--- config.mk ---
export PLATFORM = sky130hd
export DESIGN_NAME = disk_ii_seq_flat
export DESIGN_NICKNAME = d
export VERILOG_FILES = /design/src/rtl/disk_ii_seq_if.sv /design/src/rtl/disk_ii_seq.sv /design/src/flat_wrapper.sv
export SDC_FILE = /design/constraint.sdc
export NUM_CORES = 1
export LEC_CHECK = 0
export CAP_MARGIN = 0
export CORE_MARGIN = 2
export CORE_UTILIZATION = 48
export DETAILED_ROUTE_END_ITERATION = 6
export GPL_TIMING_DRIVEN = 0
export PLACE_DENSITY_LB_ADDON = 0.05
export SLEW_MARGIN = 20
export SYNTH_ARGS = -nofsm -noshare
export SYNTH_HDL_FRONTEND = slang
export SYNTH_SLANG_ARGS = --single-unit
--- constraint.sdc ---
create_clock -name clk_logic -period 5.15 [get_ports clk_logic]
set_clock_uncertainty 0.2 [all_clocks]
set_input_delay 1.545 -clock clk_logic [delete_from_list [all_inputs] [get_ports clk_logic]]
set_output_delay 1.545 -clock clk_logic [all_outputs]
set_load 0.02 [all_outputs]
--- src/rtl/disk_ii_seq_if.sv ---
// disk_ii_seq_if: A2 slot bus, drive status and track-loader handshake bundle for disk_ii_seq
interface disk_ii_seq_if #(parameter int TRACKS = 35) ();
  localparam int HT_W = $clog2(2 * TRACKS - 1);
  localparam int TW = $clog2(TRACKS);
  logic dev_sel_i;
  logic [3:0] addr_i;
  logic rw_n_i;
  logic [7:0] latch_i;
  logic [1:0] wp_i;
  logic track_ack_i;
  logic [7:0] data_o;
  logic rd_en_o;
  logic [3:0] motor_phase_o;
  logic drive_on_o;
  logic drive_sel_o;
  logic q6_o;
  logic q7_o;
  logic [HT_W-1:0] ht0_o;
  logic [HT_W-1:0] ht1_o;
  logic track_req_o;
  logic track_drive_o;
  logic [TW-1:0] track_num_o;
  modport master (
    output dev_sel_i, addr_i, rw_n_i, latch_i, wp_i, track_ack_i,
    input data_o, rd_en_o, motor_phase_o, drive_on_o, drive_sel_o, q6_o, q7_o,
    input ht0_o, ht1_o, track_req_o, track_drive_o, track_num_o
  );
  modport slave (
    input dev_sel_i, addr_i, rw_n_i, latch_i, wp_i, track_ack_i,
    output data_o, rd_en_o, motor_phase_o, drive_on_o, drive_sel_o, q6_o, q7_o,
    output ht0_o, ht1_o, track_req_o, track_drive_o, track_num_o
  );
endinterface

--- src/rtl/disk_ii_seq.sv ---
// disk_ii_seq: Disk II soft switches, spindown, stepper head positioning and track-load handshake (odd half-tracks with DISKII_HALFTRACK_EN)
module disk_ii_seq #(
  parameter int SPINDOWN_CYCLES = 14000000,
  parameter int TRACKS = 35,
  parameter int SD_W = 24
) (
  input logic clk_logic,
  input logic system_reset,
  disk_ii_seq_if.slave bus
);
  localparam int HT_MAX = 2 * TRACKS - 2;
  localparam int HT_W = $clog2(HT_MAX + 1);
  localparam int TW = $clog2(TRACKS);
`ifdef DISKII_HALFTRACK_EN
  localparam logic [HT_W-1:0] HT_MASK = '1;
`else
  localparam logic [HT_W-1:0] HT_MASK = ~HT_W'(1);
`endif
  typedef enum logic {IDLE, REQ} state_t;
  state_t state;
  logic [3:0] phase;
  logic motor, drive_sel, q6, q7, started, pending, prev_sel, req_drive;
  logic drive_on, tgt_ok, move, event_hit, sw;
  logic [SD_W-1:0] cnt;
  logic [HT_W-1:0] ht0, ht1, ht_sel, ht_nxt;
  logic [TW-1:0] trk, prev_trk, req_num;
  logic [2:0] tgt, d;
  int sum;
  assign sw = bus.dev_sel_i & bus.addr_i[3];
  assign drive_on = motor | (cnt != '0);
  assign ht_sel = drive_sel ? ht1 : ht0;
  assign trk = TW'(ht_sel >> 1);
  assign event_hit = !started | (trk != prev_trk) | (drive_sel != prev_sel);
  always_comb begin
    tgt_ok = 1'b0;
    tgt = '0;
    for (int k = 0; k < 4; k++) begin
      if (phase == (4'b0001 << k)) begin
        tgt_ok = 1'b1;
        tgt = 3'(2 * k);
      end
`ifdef DISKII_HALFTRACK_EN
      if (phase == ((4'b0011 << k) | (4'b0011 >> (4 - k)))) begin
        tgt_ok = 1'b1;
        tgt = 3'(2 * k + 1);
      end
`endif
    end
    d = tgt - ht_sel[2:0];
    move = drive_on & tgt_ok & (d inside {3'd1, 3'd2, 3'd6, 3'd7});
    sum = int'(ht_sel) + (d[2] ? int'(d) - 8 : int'(d));
    ht_nxt = HT_MASK & (sum < 0 ? '0 : sum > HT_MAX ? HT_W'(HT_MAX) : HT_W'(sum));
  end
  assign bus.rd_en_o = bus.dev_sel_i & bus.rw_n_i;
  assign bus.data_o = (!q6 && bus.addr_i == 4'hC) ? bus.latch_i :
                      (q6 && !q7 && !bus.addr_i[0]) ? {bus.wp_i[drive_sel], 7'b0} : 8'h00;
  assign bus.motor_phase_o = phase;
  assign bus.drive_on_o = drive_on;
  assign bus.drive_sel_o = drive_sel;
  assign bus.q6_o = q6;
  assign bus.q7_o = q7;
  assign bus.ht0_o = ht0;
  assign bus.ht1_o = ht1;
  assign bus.track_req_o = (state == REQ);
  assign bus.track_drive_o = req_drive;
  assign bus.track_num_o = req_num;
  always_ff @(posedge clk_logic) begin
    if (system_reset) begin
      phase <= '0;
      motor <= 1'b0;
      drive_sel <= 1'b0;
      q6 <= 1'b0;
      q7 <= 1'b0;
      cnt <= '0;
      ht0 <= '0;
      ht1 <= '0;
    end else begin
      if (bus.dev_sel_i & !bus.addr_i[3]) phase[bus.addr_i[2:1]] <= bus.addr_i[0];
      if (sw & (bus.addr_i[2:1] == 2'd0)) motor <= bus.addr_i[0];
      if (sw & (bus.addr_i[2:1] == 2'd1)) drive_sel <= bus.addr_i[0];
      if (sw & (bus.addr_i[2:1] == 2'd2)) q6 <= bus.addr_i[0];
      if (sw & (bus.addr_i[2:1] == 2'd3)) q7 <= bus.addr_i[0];
      cnt <= motor ? ((sw & (bus.addr_i[2:0] == 3'b000)) ? SD_W'(SPINDOWN_CYCLES) : '0) :
             (cnt != '0 ? cnt - 1'b1 : '0);
      if (move & drive_sel) ht1 <= ht_nxt;
      if (move & !drive_sel) ht0 <= ht_nxt;
    end
  end
  always_ff @(posedge clk_logic) begin
    if (system_reset) begin
      state <= IDLE;
      pending <= 1'b0;
      started <= 1'b0;
      prev_trk <= '0;
      prev_sel <= 1'b0;
      req_drive <= 1'b0;
      req_num <= '0;
    end else begin
      started <= 1'b1;
      prev_trk <= trk;
      prev_sel <= drive_sel;
      if (state == IDLE ? event_hit : (bus.track_ack_i & (pending | event_hit))) begin
        req_drive <= drive_sel;
        req_num <= trk;
      end
      pending <= (state == REQ) & !bus.track_ack_i & (pending | event_hit);
      state <= (state == IDLE ? event_hit : (!bus.track_ack_i | pending | event_hit)) ? REQ : IDLE;
    end
  end
endmodule
--- src/flat_wrapper.sv ---
// flat-port wrapper written by rule: the top's interface ports become plain ports
module disk_ii_seq_flat 
#(
  parameter int SPINDOWN_CYCLES = 14000000,
  parameter int TRACKS = 35,
  parameter int SD_W = 24
)
  (clk_logic, system_reset, bus_dev_sel_i, bus_addr_i, bus_rw_n_i, bus_latch_i, bus_wp_i, bus_track_ack_i, bus_data_o, bus_rd_en_o, bus_motor_phase_o, bus_drive_on_o, bus_drive_sel_o, bus_q6_o, bus_q7_o, bus_ht0_o, bus_ht1_o, bus_track_req_o, bus_track_drive_o, bus_track_num_o);
  disk_ii_seq_if #(.TRACKS(TRACKS)) bus_i ();
  input logic clk_logic;
  input logic system_reset;
  input wire logic [$bits(bus_i.dev_sel_i)-1:0] bus_dev_sel_i;
  input wire logic [$bits(bus_i.addr_i)-1:0] bus_addr_i;
  input wire logic [$bits(bus_i.rw_n_i)-1:0] bus_rw_n_i;
  input wire logic [$bits(bus_i.latch_i)-1:0] bus_latch_i;
  input wire logic [$bits(bus_i.wp_i)-1:0] bus_wp_i;
  input wire logic [$bits(bus_i.track_ack_i)-1:0] bus_track_ack_i;
  output wire logic [$bits(bus_i.data_o)-1:0] bus_data_o;
  output wire logic [$bits(bus_i.rd_en_o)-1:0] bus_rd_en_o;
  output wire logic [$bits(bus_i.motor_phase_o)-1:0] bus_motor_phase_o;
  output wire logic [$bits(bus_i.drive_on_o)-1:0] bus_drive_on_o;
  output wire logic [$bits(bus_i.drive_sel_o)-1:0] bus_drive_sel_o;
  output wire logic [$bits(bus_i.q6_o)-1:0] bus_q6_o;
  output wire logic [$bits(bus_i.q7_o)-1:0] bus_q7_o;
  output wire logic [$bits(bus_i.ht0_o)-1:0] bus_ht0_o;
  output wire logic [$bits(bus_i.ht1_o)-1:0] bus_ht1_o;
  output wire logic [$bits(bus_i.track_req_o)-1:0] bus_track_req_o;
  output wire logic [$bits(bus_i.track_drive_o)-1:0] bus_track_drive_o;
  output wire logic [$bits(bus_i.track_num_o)-1:0] bus_track_num_o;
  assign bus_i.dev_sel_i = bus_dev_sel_i;
  assign bus_i.addr_i = bus_addr_i;
  assign bus_i.rw_n_i = bus_rw_n_i;
  assign bus_i.latch_i = bus_latch_i;
  assign bus_i.wp_i = bus_wp_i;
  assign bus_i.track_ack_i = bus_track_ack_i;
  assign bus_data_o = bus_i.data_o;
  assign bus_rd_en_o = bus_i.rd_en_o;
  assign bus_motor_phase_o = bus_i.motor_phase_o;
  assign bus_drive_on_o = bus_i.drive_on_o;
  assign bus_drive_sel_o = bus_i.drive_sel_o;
  assign bus_q6_o = bus_i.q6_o;
  assign bus_q7_o = bus_i.q7_o;
  assign bus_ht0_o = bus_i.ht0_o;
  assign bus_ht1_o = bus_i.ht1_o;
  assign bus_track_req_o = bus_i.track_req_o;
  assign bus_track_drive_o = bus_i.track_drive_o;
  assign bus_track_num_o = bus_i.track_num_o;
  disk_ii_seq #(.SPINDOWN_CYCLES(SPINDOWN_CYCLES), .TRACKS(TRACKS), .SD_W(SD_W)) u_core (.clk_logic(clk_logic), .system_reset(system_reset), .bus(bus_i));
endmodule
==> summary.md, run 1 <==
| Metric | Value |
|---|---|
| Highest-utilization routing layer at the global route stage | `met2` |
| Total number of yosys warnings | `0` |
| Number of nets with antenna violations after detailed routing | `0` |
| Routed wirelength normalized by instance count | `around 15 um` |
| GRT Total Usage | `a little over a fifth` |
| Share of layout cells above drive strength 1 | `18.2%` |
| Unrepaired setup endpoints after global routing | `true` |
| Worst path cell trace | `xnor2_1 -> or3_4 -> ha_4 -> fa_2 -> clkinvlp_4 -> ha_4 -> a21o_1 -> a31o_2 -> a21oi_2 -> nor2_2 -> nor2_1 -> ha_1 -> nor4bb_2 -> nand4_1 -> a211o_1 -> o32a_1 -> or4_4 -> a21oi_2` |
| GRT Residual Overflow | `0` |
| Die ar. | `about 7500 um2` |
| Initial Utilization | `49.0%` |
| Transition time at the pin with the least slew margin | `around 700 ps` |
| Total of fill cells in the finished design | `~570` |
| CP Launch Type | `register` |
| Run status | `completed` |
| Number of synthesized register bits | `61` |
| Peak fanout along the critical path | `6` |
| Data required, critical path | `between 5000 and 6000 ps` |
| Most used standard cell by instance count after synthesis | `sky130_fd_sc_hd__dfxtp_1` |
| Number of buffer and inverter instances along the worst setup path | `1` |
| Cells after DPL | `between 400 and 500` |
| Root Buffer Master | `sky130_fd_sc_hd__clkbuf_8` |
| Clock tree from TritonCTS | `done` |
| Vertical extent of the die | `approximately 87 um` |
| GR Util met3 | `around 5.7%` |
| Count of final setup violators | `0` |
| Proportion of power drawn by combinational gates | `a little under a third` |
| Largest net degree at the start of global routing | `11` |
| Pre-antenna DRT Iters | `4` |
| Final min period | `a little over 5000 ps` |
| Number of hold-repair buffers added at the cts stage | `0` |
| Wire length of the first global-routing pass | `between 10000 and 15000 um` |
| Reg power frac | `between 40 and 50%` |
| Path category of the worst min-delay check | `reg -> reg` |
| Count of flip-flops with a built-in enable after synthesis | `0` |
| Worst rel slew slack | `between 50 and 60%` |
| Power Internal | `896 uW` |
| Pwr per Cell Area | `304 nW/um2` |
| Violation count after the first detailed-route iteration | `93` |
| Worst supply voltage drop on vdd | `approximately 260 uV` |
| Nets | `just under 500` |
| Count of buffers inserted at the top-level ports | `54` |
| Synth top area cells | `sky130_fd_sc_hd__dfxtp_1 (37%), sky130_fd_sc_hd__ha_1 (6.9%), sky130_fd_sc_hd__xnor2_1 (6.1%)` |
| H-tree levels | `3` |
| Switching power of the nets | `approximately 440 uW` |
| Proportion of netlist area held by the largest area contributor | `approximately 37%` |
| Sequential cell area fraction in the yosys report | `approximately 37%` |
| Post-layout util | `65.6%` |
| Final Hold Viols | `0` |
| Area of the mapped netlist | `3280 um2` |
| Final worst-path cycle share | `97.9%` |
| CP top delay family | `simple AND/OR/NAND/NOR gates` |
| Via Count | `~2900` |
| Element type at the critical path end | `register` |
| CTS max path bufs | `2` |
| DP HPWL | `about 5500 um` |
| Clock slew at reported path FFs | `70 ps` |
| Gp weighted congestion | `0.800` |
| CTS buffer count | `9` |
| Antenna violations before repair | `0` |
| Flip-flop cell with the highest count after synthesis | `sky130_fd_sc_hd__dfxtp_1` |
| Sw Share | `around a third` |
| Path type of the worst setup path | `reg -> reg` |
| Post-synthesis to final-layout area growth | `33.8%` |
| Chip width | `86.6 um` |
| Number of max-capacitance violations reported | `0` |
| Via-per-instance ratio | `5.40` |
| Leading cell types by count after synthesis | `sky130_fd_sc_hd__dfxtp_1 (61), sky130_fd_sc_hd__nor2_1 (44), sky130_fd_sc_hd__nand2_1 (25), sky130_fd_sc_hd__xnor2_1 (23), sky130_fd_sc_hd__o21ai_0 (22)` |
| Signal arrival time at the worst endpoint | `5120 ps` |
| Final design instance area without fill | `4380 um2` |
| Mean instance size in the synthesized netlist | `9.02 um2` |
| DRC errors left | `0` |
| Number of slew-limit violations in the final report | `0` |
| Pleak | `approximately 1.8 nW` |
| Routed WL | `roughly 7700 um` |
| Timing-limited maximum frequency | `~0.20 GHz` |
| Synth async-reset ratio | `0%` |
| Post-route insts no fill | `530` |
| Post-synth cell types | `57` |
| Share of power burned in the clock network | `a little over a quarter` |
| Largest stage delay, worst path | `roughly 580 ps` |
| GR met2 Demand/Resource | `37.8%` |
| Clock latency at the later pin of the worst-skew pair | `340 ps` |
| Via count of the first global-routing pass | `2699` |
| Ports | `between 50 and 60` |
| Worst-path cell with the longest stage delay | `sky130_fd_sc_hd__fa_2` |
| Area of placed instances | `4010 um2` |
| Instance count of the mapped netlist | `around 360` |
| Met1 capacity usage during global routing | `about a quarter` |
| Final worst hold slack | `approximately 240 ps` |
| Standard-cell rows | `30` |
| Floorplan core area | `approximately 6700 um2` |
| Sink Count | `between 60 and 70` |
| Inserted Diodes | `0` |
| Yosys top cell by area | `sky130_fd_sc_hd__dfxtp_1` |
[what timing repair did]
| action | CTS | global route |
|---|---|---|
| buffers inserted | 6 | 11 |
| gates resized for setup | 12 | 11 |
| cloned | 1 | 0 |
| pin swaps | 3 | 18 |
| hold endpoints to repair | 0 | 0 |
| setup endpoints to repair | 20 | 12 |
[logic make-up after synthesis]
| kind of cell | count (synthesis) | synth area share (%) |
|---|---|---|
| buf+inv | 28 | 3.90 |
| xor+xnor | 33 | 8.82 |
| mux | 19 | 5.88 |
| other cells | 1 | 0.114 |
| flops | 61 | 37.3 |
| simple gates | 139 | 23.0 |
| fa+ha+maj | 20 | 8.10 |
| compound gates | 62 | 12.9 |
[path summary, 6_finish.rpt]
check | end | cells past startpoint | slack (ps) | from
max | u_core.bus.ht1_o[1]$_SDFFE_PP0P_ | 18 | 110 | u_core.bus.motor_phase_o[1]$_SDFFE_PP0P_
min | u_core.cnt[0]$_SDFF_PP0_ | 1 | 240 | u_core.cnt[0]$_SDFF_PP0_
max reg2reg | u_core.bus.ht1_o[1]$_SDFFE_PP0P_ | 18 | 110 | u_core.bus.motor_phase_o[1]$_SDFFE_PP0P_
min reg2reg | u_core.cnt[0]$_SDFF_PP0_ | 1 | 240 | u_core.cnt[0]$_SDFF_PP0_
[power groups by stage]
stage / clock, mW / combinational (mW) / sequential [mW]
global route: 0.393 / 0.473 / 0.556
floorplan: 0 / 0.314 / 0.558
global placement: 0 / 0.389 / 0.561
CTS: 0.376 / 0.410 / 0.552
finish: 0.365 / 0.415 / 0.552
detailed placement: 0 / 0.400 / 0.562
[registers in the layout (all words and copies together) (netlist names), 4 cells and up]
| register | cells |
|---|---|
| u_core.bus.ht1_o | 6 |
| u_core.bus.track_num_o | 6 |
| u_core.bus.ht0_o | 6 |
| u_core.cnt | 24 |
| u_core.bus.motor_phase_o | 4 |
| u_core.prev_trk | 6 |
[layout by cell type, fill, tap and decap left out, types with 9 or more instances in the layout]
cell,instances
sky130_fd_sc_hd__xor2_1,10
sky130_fd_sc_hd__nand3_1,9
sky130_fd_sc_hd__o21ai_0,21
sky130_fd_sc_hd__and2_1,9
sky130_fd_sc_hd__a21oi_1,13
sky130_fd_sc_hd__mux2i_1,15
sky130_fd_sc_hd__dfxtp_1,58
sky130_fd_sc_hd__clkdlybuf4s50_1,46
sky130_fd_sc_hd__inv_1,10
sky130_fd_sc_hd__xnor2_1,23
sky130_fd_sc_hd__buf_4,21
sky130_fd_sc_hd__ha_1,13
sky130_fd_sc_hd__clkbuf_8,10
sky130_fd_sc_hd__nand2_1,25
sky130_fd_sc_hd__nor2_1,42
[layer usage]
layer / wire length, um / vias to the layer above
met2: 4060 / 30
met4: 81 / 0
met1: 3290 / 1387
li1: - / 1434
met5: 0 / -
met3: 285 / 11
[layout make-up]
type	instances	area (um2)	share of cell area, %
tap	80	100	2.28
sequential	61	1230	28.1
clock inverter	4	25.0	0.571
multi-input combinational	275	2100	47.8
timing repair buffer	71	658	15.0
buffer	14	71.3	1.63
timing repair inverter	1	5.00	0.114
inverter	13	52.6	1.20
clock buffer	11	141	3.23
[per-stage QoR]
stage / setup TNS [ps] / worst slack [ps] / power (mW)
2_1_floorplan: 0 / 1.71 / 0.872
3_3_place_gp: -7360 / -593 / 0.950
3_5_place_dp: -8040 / -585 / 0.962
4_1_cts: 0 / 13.6 / 1.34
5_1_grt: -464 / -155 / 1.42
6_report: 0 / 111 / 1.33
No activity file was read; power rests on OpenSTA's default activity.
==> inputs of run 2 (changes only) <==
--- a/config.mk
+++ b/config.mk
@@ -8,6 +8,7 @@
 export CAP_MARGIN = 0
 export CORE_MARGIN = 2
 export CORE_UTILIZATION = 48
+export CTS_CLUSTER_DIAMETER = 30
 export DETAILED_ROUTE_END_ITERATION = 6
 export GPL_TIMING_DRIVEN = 0
 export PLACE_DENSITY_LB_ADDON = 0.05
==> results of run 2 <==
No change in the layout: final DEF, timing and power equal those of run 1.
